## config.mk

```make
export PLATFORM = sky130hd
export DESIGN_NAME = dds_iq_demod
export DESIGN_NICKNAME = d
export VERILOG_FILES = /design/src/rtl/dds_iq_demod.sv
export SDC_FILE = /design/constraint.sdc
export NUM_CORES = 2
export LEC_CHECK = 0
export BUFFER_PORTS_ARGS = -buffer_cell sky130_fd_sc_hd__clkbuf_2
export CAP_MARGIN = 20
export CORE_MARGIN = 2
export CORE_UTILIZATION = 37
export CTS_CLUSTER_SIZE = 10
export DETAILED_ROUTE_END_ITERATION = 8
export HOLD_SLACK_MARGIN = 0.15
export MAX_ROUTING_LAYER = met4
export SYNTH_ARGS = -nofsm -noshare
export SYNTH_HDL_FRONTEND = slang
export SYNTH_SLANG_ARGS = --single-unit
```

## constraint.sdc

```tcl
create_clock -name clk -period 28.8 [get_ports clk]
set_input_delay 4.32 -clock clk [delete_from_list [all_inputs] [get_ports clk]]
set_output_delay 4.32 -clock clk [all_outputs]
set_load 0.01 [all_outputs]
```

## src/rtl/dds_iq_demod.sv

```systemverilog
// Coherent I/Q demodulator: ADC samples times the DDS sine/cosine LO, summed over a window
// of N valid samples and emitted as one saturated I/Q pair with a single-cycle valid strobe.
//
// state  | meaning
// IDLE   | waiting for start with a non-zero window length
// RUN    | accepting valid samples until the window count is exhausted
// FLUSH1 | draining the sample/product pipeline
// FLUSH2 | draining the product/accumulate pipeline
// DONE   | accumulators final; outputs register on leaving this state
module dds_iq_demod #(
  parameter int ACC_W     = 48,
  parameter int OUT_SHIFT = 16
) (
  input  logic               clk,
  input  logic               reset,
  input  logic               start_i,
  input  logic [15:0]        n_samples_i,
  input  logic signed [15:0] adc_data_i,
  input  logic               adc_valid_i,
  input  logic signed [15:0] lo_sin_i,
  input  logic signed [15:0] lo_cos_i,
  output logic [31:0]        i_out_o,
  output logic [31:0]        q_out_o,
  output logic               out_valid_o,
  output logic               busy_o,
  output logic               overflow_o
);

  typedef enum logic [2:0] {IDLE, RUN, FLUSH1, FLUSH2, DONE} state_t;

  state_t                    state_q, state_d;
  logic [15:0]               rem_q, rem_d;
  logic                      v0_q, v0_d, v1_q, v1_d;
  logic signed [15:0]        adc_q, adc_d, sin_q, sin_d, cos_q, cos_d;
  logic signed [31:0]        prod_i_q, prod_i_d, prod_q_q, prod_q_d;
  logic signed [ACC_W-1:0]   acc_i_q, acc_i_d, acc_q_q, acc_q_d;
  logic [31:0]               i_out_q, i_out_d, q_out_q, q_out_d;
  logic                      out_valid_q, out_valid_d, overflow_q, overflow_d;
  logic                      go, accept, load_out;
  logic [32:0]               i_sat, q_sat;

  // Bit 32 flags saturation; bits 31:0 are the clamped, shifted result.
  function automatic logic [32:0] sat32(input logic signed [ACC_W-1:0] a);
    logic signed [ACC_W-1:0] v;
    v = a >>> OUT_SHIFT;
    if (v[ACC_W-1:31] == {(ACC_W-31){v[31]}}) sat32 = {1'b0, v[31:0]};
    else if (v[ACC_W-1])                      sat32 = {1'b1, 32'h8000_0000};
    else                                      sat32 = {1'b1, 32'h7FFF_FFFF};
  endfunction

  always_ff @(posedge clk or posedge reset) begin
    if (reset) state_q <= IDLE;
    else       state_q <= state_d;
  end

  // RUN leaves one cycle after the count is exhausted, giving the fixed 4-clock result latency.
  always_comb begin
    state_d = state_q;
    case (state_q)
      IDLE:    if (start_i && n_samples_i != 16'd0) state_d = RUN;
      RUN:     if (rem_q == 16'd0) state_d = FLUSH1;
      FLUSH1:  state_d = FLUSH2;
      FLUSH2:  state_d = DONE;
      DONE:    state_d = IDLE;
      default: state_d = IDLE;
    endcase
  end

  always_comb begin
    go       = (state_q == IDLE) && start_i && (n_samples_i != 16'd0);
    accept   = (state_q == RUN) && adc_valid_i && (rem_q != 16'd0);
    load_out = (state_q == DONE);
    busy_o   = (state_q != IDLE);
  end

  always_comb begin
    i_sat       = sat32(acc_i_q);
    q_sat       = sat32(acc_q_q);
    rem_d       = rem_q;
    if (go)          rem_d = n_samples_i;
    else if (accept) rem_d = rem_q - 16'd1;
    v0_d        = accept;
    adc_d       = accept ? adc_data_i : adc_q;
    sin_d       = accept ? lo_sin_i   : sin_q;
    cos_d       = accept ? lo_cos_i   : cos_q;
    v1_d        = v0_q;
    prod_i_d    = v0_q ? 32'(adc_q) * 32'(cos_q) : prod_i_q;
    prod_q_d    = v0_q ? 32'(adc_q) * 32'(sin_q) : prod_q_q;
    acc_i_d     = acc_i_q;
    acc_q_d     = acc_q_q;
    if (go) begin
      acc_i_d = '0;
      acc_q_d = '0;
    end else if (v1_q) begin
      acc_i_d = acc_i_q + ACC_W'(prod_i_q);
      acc_q_d = acc_q_q + ACC_W'(prod_q_q);
    end
    out_valid_d = load_out;
    i_out_d     = load_out ? i_sat[31:0] : i_out_q;
    q_out_d     = load_out ? q_sat[31:0] : q_out_q;
    overflow_d  = load_out ? (i_sat[32] | q_sat[32]) : overflow_q;
  end

  always_ff @(posedge clk or posedge reset) begin
    if (reset) begin
      rem_q       <= '0;
      v0_q        <= 1'b0;
      v1_q        <= 1'b0;
      adc_q       <= '0;
      sin_q       <= '0;
      cos_q       <= '0;
      prod_i_q    <= '0;
      prod_q_q    <= '0;
      acc_i_q     <= '0;
      acc_q_q     <= '0;
      out_valid_q <= 1'b0;
      i_out_q     <= '0;
      q_out_q     <= '0;
      overflow_q  <= 1'b0;
    end else begin
      rem_q       <= rem_d;
      v0_q        <= v0_d;
      v1_q        <= v1_d;
      adc_q       <= adc_d;
      sin_q       <= sin_d;
      cos_q       <= cos_d;
      prod_i_q    <= prod_i_d;
      prod_q_q    <= prod_q_d;
      acc_i_q     <= acc_i_d;
      acc_q_q     <= acc_q_d;
      out_valid_q <= out_valid_d;
      i_out_q     <= i_out_d;
      q_out_q     <= q_out_d;
      overflow_q  <= overflow_d;
    end
  end

  assign i_out_o     = i_out_q;
  assign q_out_o     = q_out_q;
  assign out_valid_o = out_valid_q;
  assign overflow_o  = overflow_q;

endmodule

```

# After elaboration in Yosys (flattened, before gate mapping)
# Index checks and enable logic that the tools add are counted.
# totals
wordCells,47
rom_bits,0
input_bits,68
n_memories,0
regBits,294
latch_bits,0
ram_bits,0
# classes
n_bitwise,0
shift,0
n_mul,2
reduce_logical,13
eq_ne,6
n_lt_le_gt_ge,0
n_div,0
muxes,9
add_sub_neg,3
# op_table
operator,count
2-to-1 mux 48 bit,4
adder 48 x 32 -> 48 bit,2
multiplier 16 x 16 -> 32 bit,2
2-to-1 mux 16 bit,2
nonzero test 16 bit,2
zero test 16 bit,1
subtractor 16 x 1 -> 16 bit (second input constant),1
case mux 3 bit (4 select lines),1
== test 3 x 2 -> 1 bit (second input constant),2
2-to-1 mux 3 bit,2
logical AND 1 bit,5
inequality test 2 bit (second input constant),2
nonzero test 2 bit,2
== test 3 x 1 -> 1 bit (second input constant),1
== test 3 bit (second input constant),1
zero test 3 bit,1
nonzero test 3 bit,1
AND reduction 2 bit,1

# Logic depth before layout (Yosys ltp)
# logic_depth
word_depth,5
depth_mapped,25
depth_no_buf,23

# Worst setup path after synthesis
# No wires, ideal clock.
# synth_timing
path_type,register to register
startpoint,reg adc_q[15]
endpoint,reg prod_q_q[29]
arrival_ns,6.034
path_stages_with_launch,21
slack_ns,22.641
required_ns,28.675
setup_ns,0.125
path_buffers,1
path_cell_list,dfrtp_1 -> clkbuf_1 -> nand2_1 -> fa_1 -> inv_1 -> fa_1 -> inv_1 -> fa_1 -> fa_1 -> fa_1 -> fa_1 -> inv_1 -> ha_1 -> nand4_1 -> or2_2 -> o31ai_1 -> a221oi_1 -> nand2b_1 -> a21oi_1 -> xnor2_1 -> mux2_2
# synth_via
elab_chain_cells,1
# synth_lines
element,line_no,source
from (decl),34,"logic signed [15:0] adc_q, adc_d, sin_q, sin_d, cos_q, cos_d;"
from (signal assigned),109,adc_q <= '0;
from (signal assigned),124,adc_q <= adc_d;
multiplier 16 x 16 -> 32 bit,88,prod_q_d = v0_q ? 32'(adc_q) * 32'(sin_q) : prod_q_q;
to (signal assigned),128,prod_q_q <= prod_q_d;
to (decl),35,"logic signed [31:0] prod_i_q, prod_i_d, prod_q_q, prod_q_d;"
# Every way passes these cells.
# A chain may end at the register's enable or synchronous reset.

# Worst setup path in the final report
# layout_timing
startpoint,reg adc_q[4]
endpoint,reg prod_q_q[30]
# Same word-level chain as after synthesis.

==> results.py <==
metrics = {
    "finish": {
        "fin_util": 0.407,
        "multiInputGateArea_sq_um": 25400,
        "seqCellArea_sq_um": 7360,
        "drive_above_1_share": 0.0947,
        "syn_to_final_growth_pct": 8.72,
        "layout.cells.most_common_list": "inv_1 (604), fa_1 (526), nand2_1 (478)",
        "final_nets": 4662,
        "final_common_cell": "inv_1",
        "fillers": 9496,
        "diodes": 0,
    },
    "yosys": {
        "async_flop_share": 1.00,
        "syn_avg_cell_area_sq_um": 9.47,
        "synth_edf_count": 0,
        "synth_cell_types": 85,
        "ys.flop_type": "dfrtp_1",
        "ys_seq_area_frac": 0.206,
        "synth_cells": 3762,
        "syn_nets": 4615,
        "syn_area_sq_um": 35600,
        "ys_seq_elements": 294,
        "ys_warn_count": 0,
    },
    "setup_path": {
        "required_ns": 29.27,
        "start_kind": "flip-flop",
        "reg2regPathDepth": 22,
        "path_max_fanout": 22,
        "crit_arrival_ns": 7.41,
        "reg2reg_from": "adc_q[4]",
        "criticalPathCategory": "flip-flop to flip-flop",
        "crit_path_end_kind": "flip-flop",
        "r2r_end": "prod_q_q[30]",
        "rrSetupSlack_ns": 21.86,
    },
    "place": {
        "hpwl_um": 65400,
        "gp_congestion": 0.852,
        "place.port_buffers": 133,
    },
    "timing": {
        "rsz0062_at_grt": "no",
        "worst_pin_slew_ns": 1.11,
        "fin_setup_tns_ns": 0,
        "slew_viol_final": 0,
        "min_period_over_period": 0.241,
        "max_freq_mhz": 144,
        "setup_viol": 0,
        "slew_headroom": 0.261,
        "finClkSkew_ns": 0.0252,
        "period_minus_slack_ns": 6.94,
        "hold_violations": 0,
    },
    "clock_network": {
        "cts_sinks": 294,
        "clockBufferDepth": 3,
        "cts-root-buf": "clkbuf_16",
        "cts_hold_buf": 0,
        "clock_latency_ns": 0.58,
        "post_cts_resized": 0,
        "cts_made_buffers": 39,
        "cts_tree": "yes",
        "post_cts_buffers": 0,
        "h-tree-depth": 2,
        "clk_pin_slew_ns": 0.05,
    },
    "min_path": {
        "hold_path_depth": 2,
        "min-delay-path-class": "flip-flop to flip-flop",
        "whs_endpoint": "adc_q[9]",
        "hp-start": "adc_q[9]",
    },
    "routing": {
        "vias": 25700,
        "dr.pass1.iters": 5,
        "wl_per_cell_um": 17.1,
        "viasPerCell": 5.04,
        "drt_iter0_drc": 1309,
        "ant_nets": 0,
        "routed_wl_um": 87100,
        "drc": 0,
    },
    "floorplan": {
        "die_area_sq_um": 98800,
        "die_h_um": 314,
        "die_w_um": 314,
        "io_pins": 135,
        "core_sq_um": 95300,
        "std_cell_rows": 113,
        "start_util": 0.374,
    },
    "global_route": {
        "grt_max_degree": 105,
        "grt_overflow": 0,
        "grt.total_usage": 0.191,
        "grt_pass1_vias": 27800,
        "antenna_found_initial": 1,
        "grt_pass1_wl_um": 147000,
    },
    "run": {
        "cap_violations": 0,
    },
    "run_status": {
        "status": "completed",
    },
}
## worst max-delay path, stage by stage (launching register included)
cell      delay [ns]
dfrtp_1         0.66
buf_4           0.41
nand2_1         0.13
fa_1            0.44
fa_1            0.43
fa_1            0.52
fa_1            0.54
inv_1           0.05
fa_1            0.47
inv_1           0.05
fa_1            0.49
inv_1           0.05
ha_1            0.36
and3_1          0.20
nand3_1         0.08
nor3_1          0.20
nand4b_1        0.19
nand2_1         0.11
o211ai_1        0.39
a31oi_1         0.19
o41ai_1         0.48
xor2_1          0.13
mux2_2          0.28
## registers in the layout (all words and copies together), names as in the netlist
signal,flops
q_out_o,32
prod_i_q,32
cos_q,16
prod_q_q,32
i_out_o,32
v0_q,1
adc_q,16
rem_q,16
v1_q,1
acc_i_q,48
state_q,3
acc_q_q,48
sin_q,16
out_valid_o,1
## per-stage QoR
step / std cells / setup slack (ns) / hold slack (ns) / area (sq um)
final: 5098 / 21.86 / 0.472 / 38700
after global routing: 5098 / 21.49 / 0.515 / 38700
after CTS: 5097 / 21.88 / 0.479 / 38700
after detailed placement: 5032 / 21.80 / 0.464 / 37500
after global placement: 5032 / 21.82 / 0.464 / 37500
after floorplan: 3762 / 16.36 / 0.370 / 35600
## layer usage
metal,GRT usage,wire length (um),vias up
met3,0.0285,3690,158
met5,-,0,-
li1,-,-,12100
met4,0.0550,2710,0
met1,0.226,36100,13100
met2,0.335,44700,448
## cell type report
type | count | share of cell area
Clock buffer | 57 | 0.0285
Clock inverter | 8 | 0.00278
Sequential cell | 294 | 0.190
Inverter | 606 | 0.0589
Timing Repair Buffer | 163 | 0.0235
Tap cell | 1265 | 0.0408
Multi-Input combinational cell | 2705 | 0.655
## how the worst max path moves through the flow
stage | from | to | slack, ns | cells past startpoint
2_1_floorplan | reset | acc_i_q[0] | 16.36 | 1
3_3_place_gp | reset | sin_q[7] | 21.82 | 4
3_5_place_dp | reset | sin_q[7] | 21.80 | 4
4_1_cts | adc_q[4] | prod_q_q[30] | 21.88 | 22
5_1_grt | cos_q[1] | prod_i_q[29] | 21.49 | 18
6_report | adc_q[4] | prod_q_q[30] | 21.86 | 22
## cell families (layout without fill, tap and decap cells)
| family | after synthesis | in the layout | synth area share |
|---|---|---|---|
| AO/OA/AOI/OAI | 487 | 487 | 0.0880 |
| flip-flops | 294 | 294 | 0.206 |
| adder cells (fa/ha/maj) | 785 | 785 | 0.386 |
| AND/OR/NAND/NOR | 1108 | 1108 | 0.148 |
| multiplexers | 174 | 174 | 0.0529 |
| XOR/XNOR | 150 | 150 | 0.0369 |
| buffers and inverters | 763 | 834 | 0.0812 |
| other | 1 | 1 | 0.000105 |
## cell usage after synthesis (8+ instances only)
library cell / count / area [sq um]
xnor2_1: 110 / 963
nand2b_1: 27 / 169
a21oi_1: 162 / 811
nor2b_1: 18 / 113
a31oi_1: 19 / 119
o21a_1: 17 / 128
mux2_2: 115 / 1290
buf_1: 13 / 48.8
nor3_1: 42 / 210
dfrtp_1: 294 / 7360
o21bai_1: 19 / 143
and2_1: 249 / 1560
inv_1: 605 / 2270
ha_1: 259 / 3240
clkbuf_1: 132 / 495
o21ai_0: 95 / 475
a211oi_1: 23 / 173
and3_1: 15 / 93.8
a21o_1: 60 / 450
nor2_1: 173 / 649
mux2i_1: 59 / 591
o21ai_1: 8 / 40.0
nand4_1: 15 / 93.8
fa_1: 526 / 10500
nor4_1: 10 / 62.6
o211ai_1: 9 / 67.6
nand3_1: 36 / 180
nand2_1: 478 / 1790
xor2_1: 40 / 350
buf_2: 8 / 40.0
or3_1: 8 / 50.1
Power is left out: the tool's default activity adds up to more than one toggle a clock period on the data nets, which glitch-free logic cannot reach.
